===== src/rtl/reg_scoreboard.sv =====
// Per-register pending-write scoreboard for decode-stage interlock.
// Optional SB_FWD_EN: ready-but-unretired writes are treated as forwardable (not busy).
module reg_scoreboard #(
  parameter int NREG   = 32,
  parameter int AW     = 5,
  parameter int RPORTS = 2,
  parameter int PEND_W = 2
) (
  input  logic                 clk,
  input  logic                 reset,
  input  logic                 flush,
  input  logic                 iss_valid,
  input  logic                 iss_fire,
  input  logic                 iss_we,
  input  logic [AW-1:0]        iss_dest,
  input  logic [RPORTS-1:0]    rd_en,
  input  logic [RPORTS*AW-1:0] rd_addr,
  input  logic                 rdy_valid,
  input  logic [AW-1:0]        rdy_dest,
  input  logic                 ret_valid,
  input  logic [AW-1:0]        ret_dest,
  output logic [RPORTS-1:0]    rd_busy,
  output logic                 stall,
  output logic                 err
);

  localparam logic [PEND_W-1:0] CNT_MAX = '1;

  logic [PEND_W-1:0] pend_cnt [NREG];
  logic [PEND_W-1:0] pend_nxt [NREG];
  logic [NREG-1:0]   iss_ok, ret_ok, ev_bad, reg_busy, reg_sat;
  logic              err_nxt;

  function automatic logic is_sat(input logic [PEND_W-1:0] cnt);
    return cnt == CNT_MAX;
  endfunction

`ifdef SB_FWD_EN
  logic [PEND_W-1:0] rdy_cnt [NREG];
  logic [PEND_W-1:0] rdy_nxt [NREG];
  logic [NREG-1:0]   rdy_ok;
`else
  logic unused_rdy;
  assign unused_rdy = ^{rdy_valid, rdy_dest};
`endif

  // Next-state counters; illegal events raise err and leave their counter untouched
  always_comb begin
    iss_ok  = '0;
    ret_ok  = '0;
    ev_bad  = '0;
    for (int r = 0; r < NREG; r++) pend_nxt[r] = '0;
`ifdef SB_FWD_EN
    rdy_ok = '0;
    for (int r = 0; r < NREG; r++) rdy_nxt[r] = '0;
`endif
    for (int r = 1; r < NREG; r++) begin
      iss_ok[r] = iss_fire & iss_we & (iss_dest == AW'(r)) & ~is_sat(pend_cnt[r]);
      ret_ok[r] = ret_valid & (ret_dest == AW'(r)) & (pend_cnt[r] != '0);
      ev_bad[r] = (iss_fire & iss_we & (iss_dest == AW'(r)) & is_sat(pend_cnt[r])) |
                  (ret_valid & (ret_dest == AW'(r)) & (pend_cnt[r] == '0));
      pend_nxt[r] = pend_cnt[r] + PEND_W'(iss_ok[r]) - PEND_W'(ret_ok[r]);
`ifdef SB_FWD_EN
      rdy_ok[r] = rdy_valid & (rdy_dest == AW'(r)) & (rdy_cnt[r] != pend_cnt[r]);
      ev_bad[r] = ev_bad[r] | (rdy_valid & (rdy_dest == AW'(r)) & (rdy_cnt[r] == pend_cnt[r]));
      // A retire always consumes one ready slot, including one made ready this cycle
      rdy_nxt[r] = rdy_cnt[r] + PEND_W'(rdy_ok[r])
                 - PEND_W'(ret_ok[r] & ((rdy_cnt[r] != '0) | rdy_ok[r]));
`endif
    end
    err_nxt = |ev_bad;
  end

  always_ff @(posedge clk) begin
    if (reset || flush) begin
      for (int r = 0; r < NREG; r++) pend_cnt[r] <= '0;
    end else begin
      for (int r = 0; r < NREG; r++) pend_cnt[r] <= pend_nxt[r];
    end
  end

`ifdef SB_FWD_EN
  always_ff @(posedge clk) begin
    if (reset || flush) begin
      for (int r = 0; r < NREG; r++) rdy_cnt[r] <= '0;
    end else begin
      for (int r = 0; r < NREG; r++) rdy_cnt[r] <= rdy_nxt[r];
    end
  end
`endif

  // err survives flush; only reset clears it
  always_ff @(posedge clk) begin
    if (reset) err <= 1'b0;
    else if (!flush && err_nxt) err <= 1'b1;
  end

  always_comb begin
    reg_busy = '0;
    reg_sat  = '0;
    for (int r = 1; r < NREG; r++) begin
`ifdef SB_FWD_EN
      reg_busy[r] = pend_cnt[r] != rdy_cnt[r];
`else
      reg_busy[r] = pend_cnt[r] != '0;
`endif
      reg_sat[r] = is_sat(pend_cnt[r]);
    end
  end

  always_comb begin
    rd_busy = '0;
    for (int i = 0; i < RPORTS; i++) begin
      for (int r = 1; r < NREG; r++) begin
        if (rd_en[i] && rd_addr[i*AW +: AW] == AW'(r)) rd_busy[i] = reg_busy[r];
      end
    end
  end

  always_comb begin
    stall = 1'b0;
    for (int r = 1; r < NREG; r++) begin
      if (iss_we && iss_dest == AW'(r) && reg_sat[r]) stall = 1'b1;
    end
    stall = iss_valid & (stall | (|rd_busy));
  end

endmodule


===== config.mk =====
export PLATFORM = sky130hd
export DESIGN_NAME = reg_scoreboard
export DESIGN_NICKNAME = d
export VERILOG_FILES = /design/src/rtl/reg_scoreboard.sv
export SDC_FILE = /design/constraint.sdc
export NUM_CORES = 1
export LEC_CHECK = 0
export CAP_MARGIN = 20
export CORE_MARGIN = 5
export CORE_UTILIZATION = 62
export CTS_BUF_LIST = sky130_fd_sc_hd__clkbuf_8
export DETAILED_ROUTE_END_ITERATION = 7
export PLACE_DENSITY = 0.81
export SYNTH_ARGS = -nofsm -noshare
export SYNTH_HDL_FRONTEND = slang
export SYNTH_SLANG_ARGS = --single-unit

===== constraint.sdc =====
create_clock -name clk -period 2.68 [get_ports clk]
set_clock_uncertainty 0.1 [all_clocks]
set_input_delay 0.402 -clock clk [delete_from_list [all_inputs] [get_ports clk]]
set_output_delay 0.402 -clock clk [all_outputs]
set_load 0.01 [all_outputs]

**Word level (Yosys, flattened, before mapping)**

Memories as Yosys holds them, arrays and structs flattened.
Index checks and enable logic that the tools add are counted.

- Register bits: 1
- Bits in writable memories: 64
- Output and inout bits: 4
- Logic and storage cells: 821
- Memories kept: 1

- $add $sub $neg: 62
- Eq/ne operators: 155
- Multiplexer cells: 128
- Bitwise logic cells: 283
- Reduce and logical (&&, ||, !) cells: 191

Memories:

| memory | depth | width | rd ports | clocked after memory_dff | write ports | line | text |
|---|---|---|---|---|---|---|---|
| pend_cnt | 32 | 2 | 31 | 0 | 32 | 29 | `logic [PEND_W-1:0] pend_cnt [NREG];` |

Operators by type and width:

| kind | number |
|---|---|
| equality test 5 bit, second input constant | 64 |
| AND 1 bit | 188 |
| equality test 5 x 4 -> 1 bit, second input constant | 32 |
| logical AND 1 bit | 125 |
| 2-to-1 mux 1 bit | 96 |
| equality test 5 x 3 -> 1 bit, second input constant | 16 |
| 2-to-1 mux 2 bit | 32 |
| OR 1 bit | 64 |
| adder 2 x 1 -> 2 bit | 31 |
| equality test 2 bit, second input constant | 31 |
| zero test 2 bit | 31 |
| nonzero test 2 bit | 31 |
| subtractor 2 x 1 -> 2 bit | 31 |
| equality test 5 x 2 -> 1 bit, second input constant | 8 |
| NOT 1 bit | 31 |
| OR reduction 31 bit | 1 |
| equality test 5 x 1 -> 1 bit, second input constant | 4 |
| OR reduction 2 bit | 1 |
| zero test 1 bit | 1 |
| logical OR 1 bit | 1 |

**Depth between registers and ports, before layout**

- Depth after elaboration: 36
- Depth in mapped cells: 10

**Least setup slack after synthesis**

No wires, ideal clock.

- Kind: input -> output
- From: input port rd_addr[3]
- To: output port stall
- Data arrival time: 1.993 ns
- Required time: 2.178 ns
- Setup slack: 0.185 ns
- Cell stages on the path: 8
- Buffers on the path: 1
- Cells stage by stage: buf_6 > and4bb_4 > o32a_1 > nor2_1 > a2111oi_2 > o31ai_1 > a211o_1 > o31a_1

- Cells in the longest elaborated chain, start to end: 36
- Elaborated cells on any way between the ends: 96
- Those cells by class: 31 x eq/ne; 31 x mux; 2 x bitwise; 32 x reduce/logical

RTL lines:

| item | line | text |
|---|---|---|
| from (decl) | 17 | `input logic [RPORTS*AW-1:0] rd_addr,` |
| equality test 5 x 1 -> 1 bit | 115 | `if (rd_en[i] && rd_addr[i*AW +: AW] == AW'(r)) rd_busy[i] = reg_busy[r];` |
| logical AND 1 bit | 115 |  |
| 2-to-1 mux 1 bit (30 in a row) | 115 |  |
| 2-to-1 mux 1 bit (*) | 115 |  |
| named net rd_busy[0] | 22 | `output logic [RPORTS-1:0] rd_busy,` |
| OR reduction 2 bit (*) | 125 | `stall = iss_valid & (stall \| (\|rd_busy));` |
| OR 1 bit (*) | 125 |  |
| AND 1 bit (*) | 125 |  |
| to (decl) | 23 | `output logic stall,` |

The timed path passes the listed nets; every way through them passes the cells marked *.

==> results.md <==
- Kind of critical path: flop to output pin
- CP arrival: 2.29 ns
- Mean number of vias per cell: 6.66
- Ports: 39
- Dpl ws: -0.824 ns
- Worst min path class: flop to flop
- Core area: just under 0.009 mm^2
- Ranking of synthesized cells by area: dfxtp_1 (22%), ha_1 (14%), nor3_1 (6.3%)
- FF+latch count, synth: 63
- Num CTS Buffers: 9
- FP Rows: 34
- ANT cells: 0
- Critical Path Start: pend_cnt[0][39]
- Reg-to-Reg Start: pend_cnt[0][47]
- CTS clk-pin slew, worst paths: 0.08 ns
- Routed WL per cell: 21.8 um
- Iter 0 DRT Violations: 811
- Post-route ant nets: 0
- Synth Flop Type: dfxtp_1
- Clk buf depth: 2
- Levels on crit path: 9
- Post-synth EDFFs: 0
- Failing checks: negative setup slack
- Port buffer count: 32
- CP max stage delay: 0.34 ns
- Setup-failing EPs final: 3
- Fin crit period: 2.79 ns
- Largest net degree at the start of global routing: 32
- WP data required: 2.18 ns
- Synthesized area: 0.00561 mm^2
- Unrepaired setup endpoints after global routing: yes
- Share of cells above drive strength 1: 27.2%
- Die width: 105 um
- Clk_lat worst skew: about 0.36 ns
- Startpoint Class: flop
- Worst hold start: pend_cnt[0][53]
- Setup ws final: -0.113 ns
- Die Area: 0.0110 mm^2
- Setup crit end: stall
- Initial Utilization: 64.0%
- Post-synth top area share: 22.5%
- First-pass GRT wire length: 35.7 mm
- Vias in the first global route: between 6000 and 7000
- Final Max Tran Viols: 0
- Syn_nets: around 840
- Crit share post-route: 104%
- Gr usage total: about 40%
- Post-synthesis async set-or-reset flop share: 0%
- Fmax: approximately 360 MHz
- CP dominant cell by count: a21oi_1
- RR Endpoint: err
- P&R area growth vs syn: 35.9%
- Power Density: slightly below 300 mW/mm^2
- Setup TNS Final: -0.196 ns
- Mapped Cells: ~740
- Worst r2r path cells: 8
- Total power: 0.00227 W
- CTS Root Buffer Type: clkbuf_8
- Total number of vias: 6873
- Detailed Place HPWL: 16.8 mm
- Run status: finished with violations
- Slowest CP cell: nor2_1
- Leakage: 3.57 nW
- Synth cell types: 66
- YS warnings: 0
- CP top delay family: compound AO/OA/AOI/OAI gates
- Mean post-synth cell area: 7.54 um^2
- DRT Pass-1 Iters: 6
- Initial antenna violation count: 0
- Nets: 1017
- Routability congestion estimate: just over 1
- Max H-tree Level: 3
- Worst R2R Setup Slack: 0.56 ns
- Worst-path fanout max: 3
- CP endpoint kind: output pin
- CTS tree: built
- Worst-margin pin slew: 0.825 ns
- WL final: ~23 mm
- Rel. slew slack: 45.0%
- Max VDD drop: 0.319 mV
- Max_cap viols: 0
- Congestion Overflow GR: 0
- Crit-path cells: nor2_1 > a21oi_1 > o22ai_1 > buf_4 > a21oi_1 > o21ai_1 > a2bb2oi_2 > o31a_1 > buf_2
- Drc violations: 0
- Post-synthesis sequential area ratio: 22.5%
- CP Buf/Inv Count: 2
- Endpoints failing hold: 0
- Clock sinks: 63
- Synth area leader: dfxtp_1
- Die span in y: approximately 110 um
## through the flow
| step | hold slack, ns | utilization, % | cell area, um^2 | instances |
|---|---|---|---|---|
| 3_5_place_dp | 0.442 | 81.1 | 7110 | 1008 |
| 2_1_floorplan | 0.374 | - | 5610 | 744 |
| 5_1_grt | 0.486 | 86.9 | 7620 | 1032 |
| 6_report | 0.457 | 86.9 | 7620 | 1032 |
| 4_1_cts | 0.457 | 86.4 | 7570 | 1030 |
| 3_3_place_gp | 0.426 | 81.1 | 7110 | 1008 |
## tightest hold or removal path: cells and delay by family, from the launching register on
family / cells / cell delay [ns]
xor+xnor: 1 / 0.08
simple gates: 1 / 0.07
flops: 1 / 0.37
## timing repair
item,in CTS,in global routing
gates cloned,2,0
endpoints found under the setup margin,4,16
setup buffers,5,2
pin swaps,18,1
hold buffers,0,0
resized for setup,107,12
## flip-flops by register name, summed over array words and instances, names as in the netlist
| register | flops |
|---|---|
| err | 1 |
| pend_cnt | 62 |
## worst min-delay path by stage
stage / slack (ns) / endpoint / depth (start not counted)
floorplan: 0.37 / err / 1
global placement: 0.43 / err / 2
detailed placement: 0.44 / err / 2
CTS: 0.46 / pend_cnt[0][53] / 2
global route: 0.49 / pend_cnt[0][53] / 2
finish: 0.46 / pend_cnt[0][53] / 2
## routing by layer
metal,GRT usage [%],part of all wire [%]
met1,47.5,36
met3,13.9,13
met2,63.6,44
met4,22.6,6.7
met5,0,0
## kinds of logic (layout without fill, tap and decap cells)
family / Yosys count / count (layout) / share of synthesized area (%)
muxes: 1 / 1 / 0.402
AOI/OAI and AO/OA: 134 / 134 / 16.4
DFF: 63 / 63 / 22.5
and+or+nand+nor: 322 / 322 / 30.0
xor gates and xnor gates: 62 / 62 / 9.68
adders and majority gates: 62 / 62 / 13.8
buffers and inverters: 100 / 280 / 7.27
## final cells by class
type	instances	area (um^2)
Sequential cell	63	1270
Clock inverter	6	62.6
Timing Repair Buffer	201	1600
Fill cell	492	1140
Multi-Input combinational cell	581	4180
Clock buffer	9	124
Inverter	64	240
Tap cell	108	135
## cell usage in the layout (no fill, tap or decap), types with 14 or more instances in the layout
cell type and count:
xor2_1 31, buf_4 157, xnor2_1 31, nand3_1 16
nor3_1 62, inv_1 64, nand2_1 36, and2_1 32
nor2_1 74, o21ai_0 14, dfxtp_1 57, ha_1 62
a211oi_1 25, a21oi_1 27
## synth_stat cells, types with 4 or more instances
library cell / number
nor2_1: 85
nand2b_1: 16
xor2_1: 31
nor3_1: 71
a22oi_1: 7
and2_1: 32
clkbuf_1: 26
o22ai_1: 12
nand3_1: 17
nand4b_1: 8
or2_2: 4
nor3b_1: 11
nand3b_1: 6
xnor2_1: 31
a2111oi_0: 4
inv_1: 64
nand2_1: 37
and3_1: 4
nor4_1: 5
dfxtp_1: 63
o31ai_1: 4
a211oi_1: 25
a21oi_1: 27
ha_1: 62
o21ai_0: 20
buf_2: 5
nor2b_1: 10
## where the power goes
group          internal [W]  switching [W]  total (W)
Combinational      0.000211       0.000260   0.000470
Sequential         0.000938     0.00000392   0.000942
Clock              0.000421       0.000432   0.000854
Note: power is estimated with default switching activity, not from simulation.
